### src/rtl/btn_debounce_pkg.sv
// Shared types and 50 MHz default timing constants for the push-button debouncer.
package btn_pkg;

    typedef enum logic [1:0] {
        IDLE,
        PRESS_WAIT,
        PRESSED,
        RELEASE_WAIT
    } btn_state_t;

    localparam int DEF_STABLE_CYCLES = 500_000;     // 10 ms
    localparam int DEF_REPEAT_DELAY  = 25_000_000;  // 500 ms
    localparam int DEF_REPEAT_PERIOD = 5_000_000;   // 100 ms

    function automatic int max_int(input int a, input int b);
        return (a > b) ? a : b;
    endfunction

endpackage

### src/rtl/btn_debounce_sync_2ff.sv
// Two-flop synchronizer for one asynchronous level; the reset value is the
// input's idle level so no false edge is seen when reset is released.
module sync_2ff #(
    parameter logic RESET_VAL = 1'b0
) (
    input  logic clk,
    input  logic rst,
    input  logic d_in,
    output logic q_out
);

    logic meta_q;
    logic sync_q;

    // NOTE: non-blocking assignments let both flops sample on the same edge,
    // giving a real two-stage shift instead of a single wire-through flop.
    always_ff @(posedge clk) begin
        if (rst) begin
            meta_q <= RESET_VAL;
            sync_q <= RESET_VAL;
        end else begin
            meta_q <= d_in;
            sync_q <= meta_q;
        end
    end

    assign q_out = sync_q;

endmodule

### src/rtl/btn_debounce.sv
// Push-button debouncer: synchronizer, four-state accept FSM, registered strobes.
// Define BTN_DEBOUNCE_REPEAT_EN to add the hold counter and auto-repeat strobe.
module btn_debounce
    import btn_pkg::*;
#(
    parameter int STABLE_CYCLES = DEF_STABLE_CYCLES,
    parameter int ACTIVE_LOW    = 1,
    parameter int REPEAT_DELAY  = DEF_REPEAT_DELAY,
    parameter int REPEAT_PERIOD = DEF_REPEAT_PERIOD
) (
    input  logic CLOCK_50,
    input  logic RESET,
    input  logic BTN_RAW,
    output logic BTN_LEVEL,
    output logic PRESS_PULSE,
    output logic RELEASE_PULSE,
    output logic REPEAT_PULSE
);

    localparam int                CNT_W    = $clog2(STABLE_CYCLES + 1);
    localparam logic [CNT_W-1:0]  CNT_LAST = CNT_W'(STABLE_CYCLES - 1);
    localparam logic              RAW_IDLE = (ACTIVE_LOW != 0) ? 1'b1 : 1'b0;

    logic raw_sync;
    logic btn_s;

    sync_2ff #(
        .RESET_VAL (RAW_IDLE)
    ) u_sync (
        .clk   (CLOCK_50),
        .rst   (RESET),
        .d_in  (BTN_RAW),
        .q_out (raw_sync)
    );

    assign btn_s = (ACTIVE_LOW != 0) ? ~raw_sync : raw_sync;

    btn_state_t       state_q, state_d;
    logic [CNT_W-1:0] cnt_q, cnt_d;
    logic             level_q, level_d;
    logic             press_q, press_d;
    logic             release_q, release_d;

    // NOTE: every signal gets a default before the case so no path leaves a
    // value unassigned, which would otherwise infer a latch.
    always_comb begin
        state_d = state_q;
        cnt_d   = cnt_q;
        unique case (state_q)
            IDLE: begin
                if (btn_s) begin
                    state_d = PRESS_WAIT;
                    cnt_d   = '0;
                end
            end
            PRESS_WAIT: begin
                if (!btn_s) begin
                    state_d = IDLE;
                    cnt_d   = '0;
                end else if (cnt_q == CNT_LAST) begin
                    state_d = PRESSED;
                    cnt_d   = '0;
                end else if (cnt_q < CNT_LAST) begin
                    cnt_d = cnt_q + CNT_W'(1);
                end
            end
            PRESSED: begin
                if (!btn_s) begin
                    state_d = RELEASE_WAIT;
                    cnt_d   = '0;
                end
            end
            RELEASE_WAIT: begin
                if (btn_s) begin
                    state_d = PRESSED;
                    cnt_d   = '0;
                end else if (cnt_q == CNT_LAST) begin
                    state_d = IDLE;
                    cnt_d   = '0;
                end else if (cnt_q < CNT_LAST) begin
                    cnt_d = cnt_q + CNT_W'(1);
                end
            end
            default: begin
                state_d = IDLE;
                cnt_d   = '0;
            end
        endcase

        // Outputs are decoded from the next state so they land in the same
        // cycle as the state they describe.
        level_d   = (state_d == PRESSED) || (state_d == RELEASE_WAIT);
        press_d   = (state_q == PRESS_WAIT) && (state_d == PRESSED);
        release_d = (state_q == RELEASE_WAIT) && (state_d == IDLE);
    end

    always_ff @(posedge CLOCK_50) begin
        if (RESET) begin
            state_q   <= IDLE;
            cnt_q     <= '0;
            level_q   <= 1'b0;
            press_q   <= 1'b0;
            release_q <= 1'b0;
        end else begin
            state_q   <= state_d;
            cnt_q     <= cnt_d;
            level_q   <= level_d;
            press_q   <= press_d;
            release_q <= release_d;
        end
    end

    assign BTN_LEVEL     = level_q;
    assign PRESS_PULSE   = press_q;
    assign RELEASE_PULSE = release_q;

`ifdef BTN_DEBOUNCE_REPEAT_EN
    localparam int               HOLD_W      = $clog2(max_int(REPEAT_DELAY, REPEAT_PERIOD) + 1);
    localparam logic [HOLD_W-1:0] DELAY_LAST  = HOLD_W'(REPEAT_DELAY - 1);
    localparam logic [HOLD_W-1:0] PERIOD_LAST = HOLD_W'(REPEAT_PERIOD - 1);

    logic [HOLD_W-1:0] hold_q, hold_d;
    logic              armed_q, armed_d;
    logic              repeat_q, repeat_d;

    // Hold time restarts on every entry to PRESSED; after the first strobe
    // the shorter period threshold takes over until the button leaves PRESSED.
    always_comb begin
        hold_d   = '0;
        armed_d  = 1'b0;
        repeat_d = 1'b0;
        if ((state_q == PRESSED) && (state_d == PRESSED)) begin
            armed_d = armed_q;
            if (hold_q == (armed_q ? PERIOD_LAST : DELAY_LAST)) begin
                repeat_d = 1'b1;
                hold_d   = '0;
                armed_d  = 1'b1;
            end else begin
                hold_d = hold_q + HOLD_W'(1);
            end
        end
    end

    always_ff @(posedge CLOCK_50) begin
        if (RESET) begin
            hold_q   <= '0;
            armed_q  <= 1'b0;
            repeat_q <= 1'b0;
        end else begin
            hold_q   <= hold_d;
            armed_q  <= armed_d;
            repeat_q <= repeat_d;
        end
    end

    assign REPEAT_PULSE = repeat_q;
`else
    assign REPEAT_PULSE = 1'b0;
`endif

endmodule
### config.mk
export PLATFORM = sky130hd
export DESIGN_NAME = btn_debounce
export DESIGN_NICKNAME = d
export VERILOG_FILES = /design/src/rtl/btn_debounce_pkg.sv /design/src/rtl/btn_debounce_sync_2ff.sv /design/src/rtl/btn_debounce.sv
export SDC_FILE = /design/constraint.sdc
export NUM_CORES = 1
export LEC_CHECK = 0
export CORE_MARGIN = 4
export CORE_UTILIZATION = 45
export CTS_CLUSTER_DIAMETER = 80
export DETAILED_ROUTE_END_ITERATION = 12
export PLACE_DENSITY = 0.64
export SKIP_CTS_REPAIR_TIMING = 1
export SYNTH_ARGS = -nofsm -noshare
export SYNTH_HDL_FRONTEND = slang
export SYNTH_SLANG_ARGS = --single-unit
### constraint.sdc
create_clock -name CLOCK_50 -period 2.6 [get_ports CLOCK_50]
set_input_delay 0.78 -clock CLOCK_50 [delete_from_list [all_inputs] [get_ports CLOCK_50]]
set_output_delay 0.78 -clock CLOCK_50 [all_outputs]
set_load 0.01 [all_outputs]
# After elaboration in Yosys (flattened, before gate mapping)
# Index checks and enable logic that the tools add are counted.
[word_totals]
register_bits = 26
latch_bits = 0
ram_bits = 0
rom_bits = 0
input_bits = 3
word_cells = 37
memories = 0
[classes]
add_sub_neg = 1
n_mul = 0
div = 0
magnitude_cmp = 1
n_eq_ne = 8
shifts = 0
mux = 14
bitwise = 0
n_reduce_logical = 6
[ops]
columns = ["cell", "count"]
rows = [
  ["$mux 19", 6],
  ["$pmux 19 s4", 1],
  ["$add 19x1->19 const B", 1],
  ["$eq 19x19->1 const B", 1],
  ["$lt 19x19->1 const B", 1],
  ["$mux 2", 6],
  ["$eq 2x2->1 const B", 4],
  ["$pmux 2 s4", 1],
  ["$logic_not 2->1", 2],
  ["$eq 2x1->1 const B", 1],
  ["$logic_and 1x1->1", 2],
  ["$ne 2x1->1 const B", 1],
  ["$ne 2x2->1 const B", 1],
  ["$reduce_and 2->1", 1],
  ["$logic_or 1x1->1", 1],
]

# Logic depth before layout (Yosys ltp)
# Gate-level depths: netlist of run 1.
[depth]
depth_word = 6
ltp_mapped = 7
depth_no_buf = 6

# Hierarchy
# Synthesis of run 1 repeated with hierarchy kept, for this count alone.
[hier_totals]
cells_unflattened = 174
hier_area_um2 = 1436.4
[modules_own_cells]
columns = ["module", "n_inst", "cells_per_inst", "area_each_um2", "seq_area_each_um2"]
rows = [
  ["btn_debounce", 1, 170, 1383.8, 480.5],
  ["sync_2ff", 1, 4, 52.6, 40.0],
]

# Least setup slack after synthesis of run 1
# No wires, ideal clock.
[synth_timing]
path_kind = "flip-flop to flip-flop"
startpoint = "register cnt_q[0]"
endpoint = "register cnt_q[16]"
setup_time_ns = 0.074
t_arrival_ns = 1.852
slack_ns = 0.674
stages_incl_launch_ff = 7
n_path_buf = 0
path_cell_list = "dfxtp_1 -> ha_1 -> nand4_1 -> nor4_1 -> nand3_1 -> or4b_1 -> o21ai_0"
[synth_between]
elab_chain_cells = 5
elab_cells_between_ends = 8
cone_classes = "add/sub: 1; order compare: 1; eq/ne: 1; mux: 5"
[synth_rtl]
columns = ["element", "line", "text"]
rows = [
  ["start, declared", "btn_debounce.sv:39", "logic [CNT_W-1:0] cnt_q, cnt_d;"],
  ["start signal, assigned", "btn_debounce.sv:106", "cnt_q <= cnt_d;"],
  ["$add 19x1->19 or $lt 19x19->1 (tied branches)", "--", ""],
  ["$mux 19", "btn_debounce.sv:63, btn_debounce.sv:80", ""],
  ["$mux 19 (*)", "btn_debounce.sv:60", "end else if (cnt_q == CNT_LAST) begin"],
  ["$mux 19 (on tied branches)", "btn_debounce.sv:74, btn_debounce.sv:57", ""],
  ["$pmux 19 s4 (*)", "btn_debounce.sv:49", "unique case (state_q)"],
]
# Mark *: on every way between the ends. The rest lies on a longest branch, timed or not.
# A chain may end at the register's enable or synchronous reset.

# Worst setup path in the final report of run 1
# Ends and elaborated chain as after synthesis.

==> flow_summary.ini, run 1 <==
[sta]
clock_skew_ns = 0.003241
fmaxAchievable_ghz = 0.4408
post-route-min-period_ns = 2.268
worst-slew-pin-transition_ns = 0.6410
fin_tns_setup_ns = 0
grt_setup_unrepaired = false
timing_hold_violations_final = 0
fin_crit_sh = 0.8724
final_setup_viols = 0
slew_headroom = 0.5727
slew_limit_fails = 0

[floorplan]
placeableCoreArea_um2 = 2853
initial_utilization = 0.4860
fp.dieW_um = 63.51
core.rowCount = 19
die-area_um2 = 4033
dieHeight_um = 63.51
io_pins = 7

[run_status]
outcome = completed

[route]
first_pass_iters = 4
avgViaCountPerCell = 6.280
wl_per_cell_um = 15.18
route.detailed.drc = 0
ant_nets = 0
detail_route.iter0.violations = 53
routed-via-count = 1256
drt_wl_total_um = 3035

[power]
internal_power_mw = 0.5726
p_sw_frac = 0.2074
p_sw_mw = 0.1498
power.sequential.fraction = 0.561
peakVddDrop_v = 0.0003805
power_per_cell_area_nw_per_um2 = 472.9
power_leakage_nw = 0.5049
power_frac_clock = 0.390
pwr-share-comb = 0.049

[placed_design]
globalplace.congestion = 0.9625
placement.io_buffers = 5
post-dp-hpwl_um = 2261
placement.cell_area_um2 = 1475

[synthesis]
proportion_of_synthesized_flip_flops_having_asynchronous_set_or_reset = 0
synth_cell_type_count = 55
synth.ff_latch_count = 26
post_synth_instance_area_um2 = 1386
synth_seq_area_share = 0.3755
ys_dominant_reg_cell = dfxtp_1
synth_cells = 161
syn_nets = 165
syn_area_per_cell_um2 = 8.611
count_of_flip_flops_with_a_built_in_enable_after_synthesis = 0
yosysWarningCount = 0

[final_layout]
drive_above_1_share = 0.1302
layout_common_cells = dfxtp_1 (26), nand2_1 (13), a21oi_1 (11)
num-nets-final = 174
layout_commonest_cell = dfxtp_1
antennaDiodeCount = 0
flow.area_growth_from_synthesis_pct = 10.20
layout.cell_area.non_filler_um2 = 1528

[clock_network]
cts-buffers-inserted = 3
clk_path_buf_depth = 2
clk_pin_slew_ns = 0.14
cts_tree = yes
cell_chosen_for_the_clock_root = clkbuf_4
cts-htree-levels = 1
cts.sinks = 26
clock_latency_on_the_worst_skew_pair_ns = 0.33

[setup_path]
r2r_slack_ns = 0.33
worst-r2r-cell-count = 7
worstSetupEndpointType = register
cp-startpoint = cnt_q[0]
cp.arrival_ns = 2.54
critical_r2r_capture = cnt_q[16]
crit_type = reg2reg
cp_max_fo = 7
timing.critical_path.required_ns = 2.87
critical_path.startpoint_type = register
worstReg2RegStart = cnt_q[0]

[hold_path]
timing.hold.worst.class = reg2reg
whs_endpoint = u_sync.q_out
hold_depth = 1
worstHoldStart = u_sync.meta_q

[grt]
antenna_found_initial = 0
globalRouteTotalUtil = 0.1686
groute.layer.met2.usage = 0.2621
met3_usage = 0.04973
wire_length_of_the_first_global_routing_pass_um = 5554
pin_count_of_the_biggest_net_entering_global_routing = 16
grt-busiest-layer = met2
grt.overflow.total = 0
grt_use_met1 = 0.2268
first_global_vias = 1245

[run]
maxCapViolCount = 0
area by class of cell:
cell class	instances	area [um2]
Inverter	3	11.26
Clock inverter	1	30.03
Tap cell	31	38.79
Sequential cell	26	520.5
Clock buffer	3	22.52
Fill cell	286	1325
Timing Repair Buffer	10	87.58
Multi-Input combinational cell	126	817.0
registers in the layout, summed over array words and instances, names as in the netlist:
signal,cells
u_sync.meta_q,1
cnt_q,19
BTN_LEVEL,1
state_q,2
PRESS_PULSE,1
u_sync.q_out,1
RELEASE_PULSE,1
worst max-delay path by stage:
stage | endpoint | slack [ns] | cells after the start
2_1_floorplan | cnt_q[16] | 0.67 | 6
3_3_place_gp | cnt_q[4] | 0.26 | 5
3_5_place_dp | cnt_q[6] | 0.23 | 5
4_1_cts | cnt_q[16] | 0.31 | 7
5_1_grt | cnt_q[16] | 0.09 | 7
6_report | cnt_q[16] | 0.33 | 7
power groups by stage:
| stage | clock [mW] | sequential (mW) | combinational (mW) |
|---|---|---|---|
| 6_report | 0.281 | 0.405 | 0.0357 |
| 5_1_grt | 0.311 | 0.407 | 0.0402 |
| 4_1_cts | 0.289 | 0.405 | 0.0357 |
| 3_5_place_dp | 0 | 0.414 | 0.0356 |
| 3_3_place_gp | 0 | 0.414 | 0.0348 |
| 2_1_floorplan | 0 | 0.413 | 0.0252 |
kinds of logic (layout without fill, tap and decap cells):
family,after synthesis,count (layout),synth area share
and+or+nand+nor,73,73,0.3078
AOI/OAI and AO/OA,47,47,0.2437
DFF,26,26,0.3755
buffers and inverters,9,17,0.03519
xor gates and xnor gates,3,3,0.01896
adders and majority gates,1,1,0.009024
other,1,1,0.002705
muxes,1,1,0.007221
cells in the mapped netlist, types with 3 or more instances:
cell type	count	area, um2
nor3_1	4	20.02
or2_2	6	37.54
dfxtp_1	26	520.5
nand2_1	13	48.80
a21oi_1	11	55.05
or3_1	4	25.02
o31ai_1	3	22.52
nand3_1	9	45.04
o21ai_1	4	20.02
a31oi_1	4	25.02
or4_1	3	22.52
nor2_1	10	37.54
o21ai_0	3	15.01
a21o_1	4	30.03
inv_1	3	11.26
nor4_1	4	25.02
clkbuf_1	3	11.26
nand4_1	3	18.77
routing by layer:
layer / up-vias / wire (um)
li1: 626 / -
met1: 600 / 1484
met2: 25 / 1355
met3: 5 / 171
met4: 0 / 23
met5: - / 0
worst max-delay path, cell delays in order, from the launching register on:
cell     delay [ns]
dfxtp_1        0.44
ha_1           0.21
nand4_1        0.28
nor4_1         0.41
buf_4          0.19
nand3_1        0.09
or4b_1         0.50
o21ai_0        0.08
metrics by stage:
stage | util | hold slack (ns) | instances | setup slack [ns] | total power [mW]
floorplan | - | 0.3895 | 161 | 0.6736 | 0.4384
global placement | 0.5171 | 0.3919 | 196 | 0.2621 | 0.4487
detailed placement | 0.5171 | 0.3929 | 196 | 0.2339 | 0.4496
CTS | 0.5355 | 0.4273 | 200 | 0.3109 | 0.7300
global route | 0.5355 | 0.4745 | 200 | 0.09001 | 0.7579
finish | 0.5355 | 0.4250 | 200 | 0.3316 | 0.7225
Note: power is estimated with default switching activity, not from simulation.
==> inputs of run 2 (changes only) <==
GPL_TIMING_DRIVEN = 0   (was default)
SKIP_CTS_REPAIR_TIMING = default   (was 1)
==> flow_summary.ini, run 2 (synthesis gave the netlist of run 1 again) <==
[setup_path]
cp.arrival_ns = 2.46
worstSetupEndpointType = register
cp-startpoint = cnt_q[0]
worstReg2RegStart = cnt_q[0]
crit_type = reg2reg
endpoint = cnt_q[6]
cp_max_fo = 10
critical_r2r_capture = cnt_q[6]
timing.critical_path.required_ns = 2.81
critical_path.startpoint_type = register
worst-r2r-cell-count = 6
r2r_slack_ns = 0.36

[clock_network]
cts_tree = yes
cts_hold_buffers = 0
clock_latency_on_the_worst_skew_pair_ns = 0.32
clk_path_buf_depth = 2
clk_pin_slew_ns = 0.14
cts-htree-levels = 1
cts-buffers-inserted = 3
cell_chosen_for_the_clock_root = clkbuf_4
cts.sinks = 26

[floorplan]
dieHeight_um = 63.51
die-area_um2 = 4033
io_pins = 7
core.rowCount = 19
fp.dieW_um = 63.51
initial_utilization = 0.4860
placeableCoreArea_um2 = 2853

[grt]
wire_length_of_the_first_global_routing_pass_um = 5002
pin_count_of_the_biggest_net_entering_global_routing = 14
globalRouteTotalUtil = 0.1507
first_global_vias = 1124
grt.overflow.total = 0
antenna_found_initial = 0

[route]
ant_nets = 0
routed-via-count = 1269
drt_wl_total_um = 3055
route.detailed.drc = 0
avgViaCountPerCell = 6.345
wl_per_cell_um = 15.28
first_pass_iters = 4
detail_route.iter0.violations = 56

[power]
power_leakage_nw = 0.4849
peakVddDrop_v = 0.0002358
power_per_cell_area_nw_per_um2 = 409.3

[final_layout]
instances_no_fill = 200
layout_commonest_cell = dfxtp_1
largest_register_ffs = 19
antennaDiodeCount = 0
num-nets-final = 175
drive_above_1_share = 0.1183
multiInputGateArea_um2 = 823.3
largestRegisters = cnt_q (19), state_q (2)
n_fill_cell = 275
layout_common_cells = dfxtp_1 (26), nand2_1 (13), a21oi_1 (11)
storage_element_area_um2 = 520.5
flow.area_growth_from_synthesis_pct = 8.484
regMostFlops = cnt_q

[sta]
post-route-min-period_ns = 2.245
fin_tns_setup_ns = 0
slew_headroom = 0.5675
clock_skew_ns = 0.007583
fmaxAchievable_ghz = 0.4455
worst-slew-pin-transition_ns = 0.6429
fin_crit_sh = 0.8634
timing_hold_violations_final = 0
grt_setup_unrepaired = false
slew_limit_fails = 0
final_setup_viols = 0

[placed_design]
placement.io_buffers = 5
post-dp-hpwl_um = 2240
globalplace.congestion = 0.8802
post-place-cells = 197

[run]
maxCapViolCount = 0

[run_status]
outcome = completed

[hold_path]
timing.hold.worst.class = reg2reg
run 2: changes by cell type in the layout (fill, tap and decap cells not counted):
cell,before,now
nor4_2,1,2
nor4_1,4,3
clkbuf_1,0,3
bufinv_16,1,0
buf_6,0,1
buf_4,5,2
run 2: routing by layer:
metal	vias to the layer above	part of all wire	GRT usage
met1	622	0.48	0.1909
li1	625	-	-
met5	-	0	0
met4	0	0.0020	0.02426
met3	2	0.032	0.03730
met2	20	0.48	0.2608
run 2: critical path, cell delays in order, from the launching register on:
cell and delay [ns]:
dfxtp_1 0.44, ha_1 0.20, nand4_1 0.32, nor4_2 0.47, a21oi_2 0.24, nor2_4 0.31, o32ai_1 0.14
run 2: final cells by class:
type	instances	share of cell area
multi-input cells	126	0.5474
flip-flops and latches	26	0.3461
repair buffers	5	0.03328
well taps	31	0.02579
plain buffers	6	0.02496
clock buffers	3	0.01498
inverters	3	0.007488
run 2: where the power goes:
group	switching [mW]	internal (mW)
clock	0.119	0.0544
sequential	0.00349	0.402
combinational	0.0226	0.0140
run 2: stage by stage:
step	hold WS, ns	power [mW]	worst slack, ns	utilization	area (um2)
4_1_cts	0.4291	0.6182	0.2197	0.5250	1498
3_3_place_gp	0.3908	0.4497	0.1853	0.5171	1475
3_5_place_dp	0.3981	0.4503	0.1412	0.5171	1475
5_1_grt	0.4392	0.6403	0.1851	0.5272	1504
6_report	0.4247	0.6156	0.3552	0.5272	1504
2_1_floorplan	0.3895	0.4384	0.6736	-	1386
run 2: worst min path at each step:
| stage | start | end | cells past startpoint |
|---|---|---|---|
| after floorplan | u_sync.meta_q | u_sync.q_out | 1 |
| after global placement | u_sync.meta_q | u_sync.q_out | 1 |
| after detailed placement | u_sync.meta_q | u_sync.q_out | 1 |
| after CTS | u_sync.meta_q | u_sync.q_out | 1 |
| after global routing | u_sync.meta_q | u_sync.q_out | 1 |
| final | u_sync.meta_q | u_sync.q_out | 1 |
run 2: repair_timing:
item,CTS,global route
setup endpoints to repair,0,1
gates resized for setup,0,1
setup buffers,0,0
==> inputs of run 3 (changes only) <==
--- a/config.mk
+++ b/config.mk
@@ -11,4 +11,5 @@
 export DETAILED_ROUTE_END_ITERATION = 12
 export GPL_TIMING_DRIVEN = 0
+export HOLD_SLACK_MARGIN = 0.02
 export PLACE_DENSITY = 0.64
 export SYNTH_ARGS = -nofsm -noshare
==> constraint.sdc (replaced) <==
create_clock -name CLOCK_50 -period 2.6 [get_ports CLOCK_50]
set_input_delay 0.39 -clock CLOCK_50 [delete_from_list [all_inputs] [get_ports CLOCK_50]]
set_output_delay 0.39 -clock CLOCK_50 [all_outputs]
set_load 0.01 [all_outputs]
==> results of run 3 <==
The final DEF is identical to that of run 2; final timing and power are the same.
Main changes from that run: setup slack after placement 0.1412 ns -> 0.2711 ns
==> variant 1 (flow settings as in run 1) <==
Encoding of `btn_state_t`: now one-hot (4 bits for 4 states).
--- a/src/rtl/btn_debounce_pkg.sv
+++ b/src/rtl/btn_debounce_pkg.sv
@@ -3,7 +3,7 @@
 
-    typedef enum logic [1:0] {
-        IDLE,
-        PRESS_WAIT,
-        PRESSED,
-        RELEASE_WAIT
+    typedef enum logic [3:0] {
+        IDLE         = 4'b0001,
+        PRESS_WAIT   = 4'b0010,
+        PRESSED      = 4'b0100,
+        RELEASE_WAIT = 4'b1000
     } btn_state_t;
Check against the original RTL: no difference found for any inputs over 10 cycles, from zero or initial values and one cycle with RESET high; not proved beyond that.
==> variant 1 against run 1 <==
  * Largest cell class unchanged
  * Die area rose by 8.6%
  * Synthesized cell count rose by 12%
  * Sequential cell count rose by 2
  * Power fell by 4.0%
  * Area after synthesis rose by 9.8%
  * Non-clock buffer count rose by 6
  * Wire length rose by 3.9%
  * Setup slack improved by 50 ps
  * Clock skew rose by 2.6 ps
  * Design area rose by 11%
==> variant 1: results (changes against run 1) <==
outcome=completed (unchanged); share of cells above drive strength 1=0.1376 (was 0.1302); GRT Overall Usage=0.1608 (was 0.1686); Seq/Total Area, Yosys=0.3681 (was 0.3755); Post-Place Setup Slack=387.8 ps (was 233.9 ps); reg-to-reg endpoint=cnt_q[14] (was cnt_q[16]); top cell type's share of synthesized area=0.3681 (was 0.3755); drt wl/cell=13.54 um (was 15.18 um); R2R depth=6 (was 7); FF-to-FF Start=cnt_q[6] (was cnt_q[0]); Met1 Wirelength=1507 um (was 1484 um); DP HPWL=2329 um (was 2261 um); Area contributors post-synth=dfxtp_1 (37%), a21oi_1 (4.9%), nand3_1 (3.9%) (was dfxtp_1 (38%), a21oi_1 (4.0%), nand2_1 (3.5%)); number of fill cells=296 (was 286); DR iter-0 viols=67 (was 53); vias post-DR=1340 (was 1256); DR WL met3=86 um (was 171 um); crit path max fanout=13 (was 7); R2R setup slack=380 ps (was 330 ps); top flop regs=cnt_q (19), state_q (4) (was cnt_q (19), state_q (2)); final hold slack=435.4 ps (was 425.0 ps); worst slew pin tran=559.9 ps (was 641.0 ps); Sw Share=0.2250 (was 0.2074); Commonest cells post-synth=dfxtp_1 (28), a21oi_1 (15), nand3_1 (12) (was dfxtp_1 (26), nand2_1 (13), a21oi_1 (11)); Arr. time, crit path=2490 ps (was 2540 ps); first-pass GRT wire length=5616 um (was 5554 um); Worst Hold Endpoint=u_sync.q_out (unchanged); Tcrit/Tclk final=0.8533 (was 0.8724); Layout Nets=194 (was 174); met2 WL=1530 um (was 1355 um); Unique masters post-synth=49 (was 55); Max IR drop VDD=183.9 uV (was 380.5 uV); syn nets=184 (was 165); Clock Skew=5.817 ps (was 3.241 ps); area post-placement=0.001655 mm^2 (was 0.001475 mm^2); gpl congestion=0.9063 (was 0.9625); Leak=0.5697 nW (was 0.5049 nW)
-- variant 1: changes by cell type after synthesis, sizes merged, moves of 4 or more --
cell	delta
o21ai	+8
nand2	-6
a21o	-4
a31oi	-4
nor3b	+4
or3	+4
-- variant 1: power groups by stage --
stage	Clock (mW)	Sequential, mW	Combinational [mW]
2_1_floorplan	0	0.445	0.0267
3_3_place_gp	0	0.449	0.0396
3_5_place_dp	0	0.449	0.0398
4_1_cts	0.227	0.440	0.0401
5_1_grt	0.242	0.441	0.0438
6_report	0.214	0.440	0.0399
-- variant 1: how the worst max path moves through the flow --
stage          cells past startpoint    endpoint
2_1_floorplan                      6  state_q[2]
3_3_place_gp                       7   cnt_q[13]
3_5_place_dp                       7   cnt_q[13]
4_1_cts                            6   cnt_q[14]
5_1_grt                            6   cnt_q[17]
6_report                           6   cnt_q[14]
-- variant 1: area by class of cell --
| class | instances | area share |
|---|---|---|
| clock buffers | 4 | 0.02145 |
| inverters | 2 | 0.004438 |
| multi-input cells | 139 | 0.5318 |
| flip-flops and latches | 28 | 0.3314 |
| well taps | 44 | 0.03254 |
| repair buffers | 16 | 0.07840 |
-- variant 1: cells by family (layout without fill, tap and decap cells) --
logic type	Yosys count	after routing	share of synthesized area
AOI/OAI and AO/OA	47	47	0.2030
xor gates and xnor gates	5	5	0.02876
adders and majority gates	1	1	0.008216
buffers and inverters	13	22	0.04108
DFF	28	28	0.3681
muxes	2	2	0.01315
other	1	1	0.002463
and+or+nand+nor	83	83	0.3352
-- variant 1: through the flow --
step           utilization  cells
6_report            0.5365    233
5_1_grt             0.5365    233
4_1_cts             0.5365    233
3_5_place_dp        0.5250    229
3_3_place_gp        0.5250    229
2_1_floorplan            -    180
-- variant 1: worst max-delay path, cell delays in order (launching register included) --
cell       delay [ps]
dfxtp_1           390
or4_4             560
a211oi_2          240
o2111ai_1         120
buf_4             200
or4_1             500
a21oi_1           140
-- variant 1: per-layer routing --
metal | up-vias | global-route usage
met1 | 631 | 0.2059
li1 | 686 | -
met4 | 0 | 0.05330
met5 | - | 0
met2 | 19 | 0.2726
met3 | 4 | 0.02551
==> variant 2 (config.mk and constraints of run 1) <==
Without the edit above. Build with the macro `BTN_DEBOUNCE_REPEAT_EN` defined.
--- a/src/rtl/btn_debounce.sv
+++ b/src/rtl/btn_debounce.sv
@@ -2,2 +2,4 @@
 // Define BTN_DEBOUNCE_REPEAT_EN to add the hold counter and auto-repeat strobe.
+`define BTN_DEBOUNCE_REPEAT_EN
+
 module btn_debounce
Function: no difference found for any inputs over 10 cycles, from zero or initial values and one cycle with RESET high; that may be too few to reach the edited logic, so the function may still have changed.
==> variant 2 against run 1 <==
  * Count of clock-buffer cells in the layout increased by 2
  * Maximum frequency about the same
  * Area after synthesis increased by 92%
  * Design area increased by 94%
  * Power increased by 84%
  * Sequential cell count increased by 27
  * Clock skew increased by 5.0 ps
  * Non-clock buffer count increased by 9
  * Wire length increased by 89%
  * Setup slack about the same
  * Global-route usage decreased by 0.13 points
  * Critical endpoint is now cnt_q[17]
  * Largest power group unchanged
==> variant 2: results (changes against run 1) <==
GRT Overall Usage=0.1672 (was 0.1686); CTS Buf Count=5 (was 3); Clock transition at path regs=100 ps (was 140 ps); share of cells above drive strength 1=0.1138 (was 0.1302); met2 Track Usage GR=0.2555 (was 0.2621); DRT Pass-1 Iters=5 (was 4); top flop regs=hold_q (25), cnt_q (19), state_q (2) (was cnt_q (19), state_q (2)); Critical-path top delay cell=or4_4 (was or4b_1); vias in the first global route=2050 (was 1245); combinational share of power=0.018 (was 0.049); worst skew pair latency=310 ps (was 330 ps); Critical Path Max Stage Delay=600 ps (was 500 ps); H-tree depth=2 (was 1); DR WL met3=214 um (was 171 um); DR iter-0 viols=150 (was 53); Vias/cell=5.771 (was 6.280); critical path's top delay family=compound AO/OA/AOI/OAI gates (was simple AND/OR/NAND/NOR gates); Layout Nets=329 (was 174); Commonest cells post-synth=dfxtp_1 (53), nor2_1 (36), nand2_1 (24) (was dfxtp_1 (26), nand2_1 (13), a21oi_1 (11)); Cell Int Power=1.019 mW (was 0.5726 mW); clock network power share=0.368 (was 0.390); final hold slack=418.6 ps (was 425.0 ps); gpl congestion=0.8283 (was 0.9625); Post-Place Setup Slack=89.43 ps (was 233.9 ps); FF-to-FF Start=cnt_q[5] (was cnt_q[0]); largest net degree at the start of global routing=21 (was 16); outcome=completed (unchanged); Unique masters post-synth=56 (was 55); Post-Syn Instances=310 (was 161); dpl cells=389 (was 196); met2 WL=2485 um (was 1355 um); R2R depth=5 (was 7); Seq/Total Area, Yosys=0.3987 (was 0.3755); vias post-DR=2291 (was 1256); Leak=0.9381 nW (was 0.5049 nW); R2R setup slack=330 ps (about the same); first-pass GRT wire length=10010 um (was 5554 um); Switch Pwr=0.3087 mW (was 0.1498 mW); reg-to-reg endpoint=cnt_q[17] (was cnt_q[16])
==> variant 2: worst max path at each step <==
stage | endpoint | cells past startpoint | from | slack [ps]
finish | cnt_q[17] | 5 | cnt_q[5] | 330
global route | cnt_q[17] | 5 | cnt_q[3] | 120
CTS | cnt_q[17] | 5 | cnt_q[5] | 330
detailed placement | cnt_q[12] | 6 | RESET | 90
global placement | cnt_q[12] | 6 | RESET | 130
floorplan | hold_q[19] | 5 | RESET | 510
==> variant 2: final cells by class <==
type,instances,share of cell area
well taps,72,0.03043
repair buffers,19,0.05748
multi-input cells,236,0.5106
clock inverters,3,0.008453
inverters,9,0.01141
clock buffers,5,0.02325
flip-flops and latches,53,0.3584
==> variant 2: kinds of logic after synthesis <==
logic type | after synthesis | synth area share
xor+xnor | 24 | 0.07898
flops | 53 | 0.3987
simple gates | 150 | 0.3065
compound gates | 59 | 0.1693
mux | 1 | 0.003761
buf+inv | 21 | 0.03338
fa+ha+maj | 2 | 0.009401
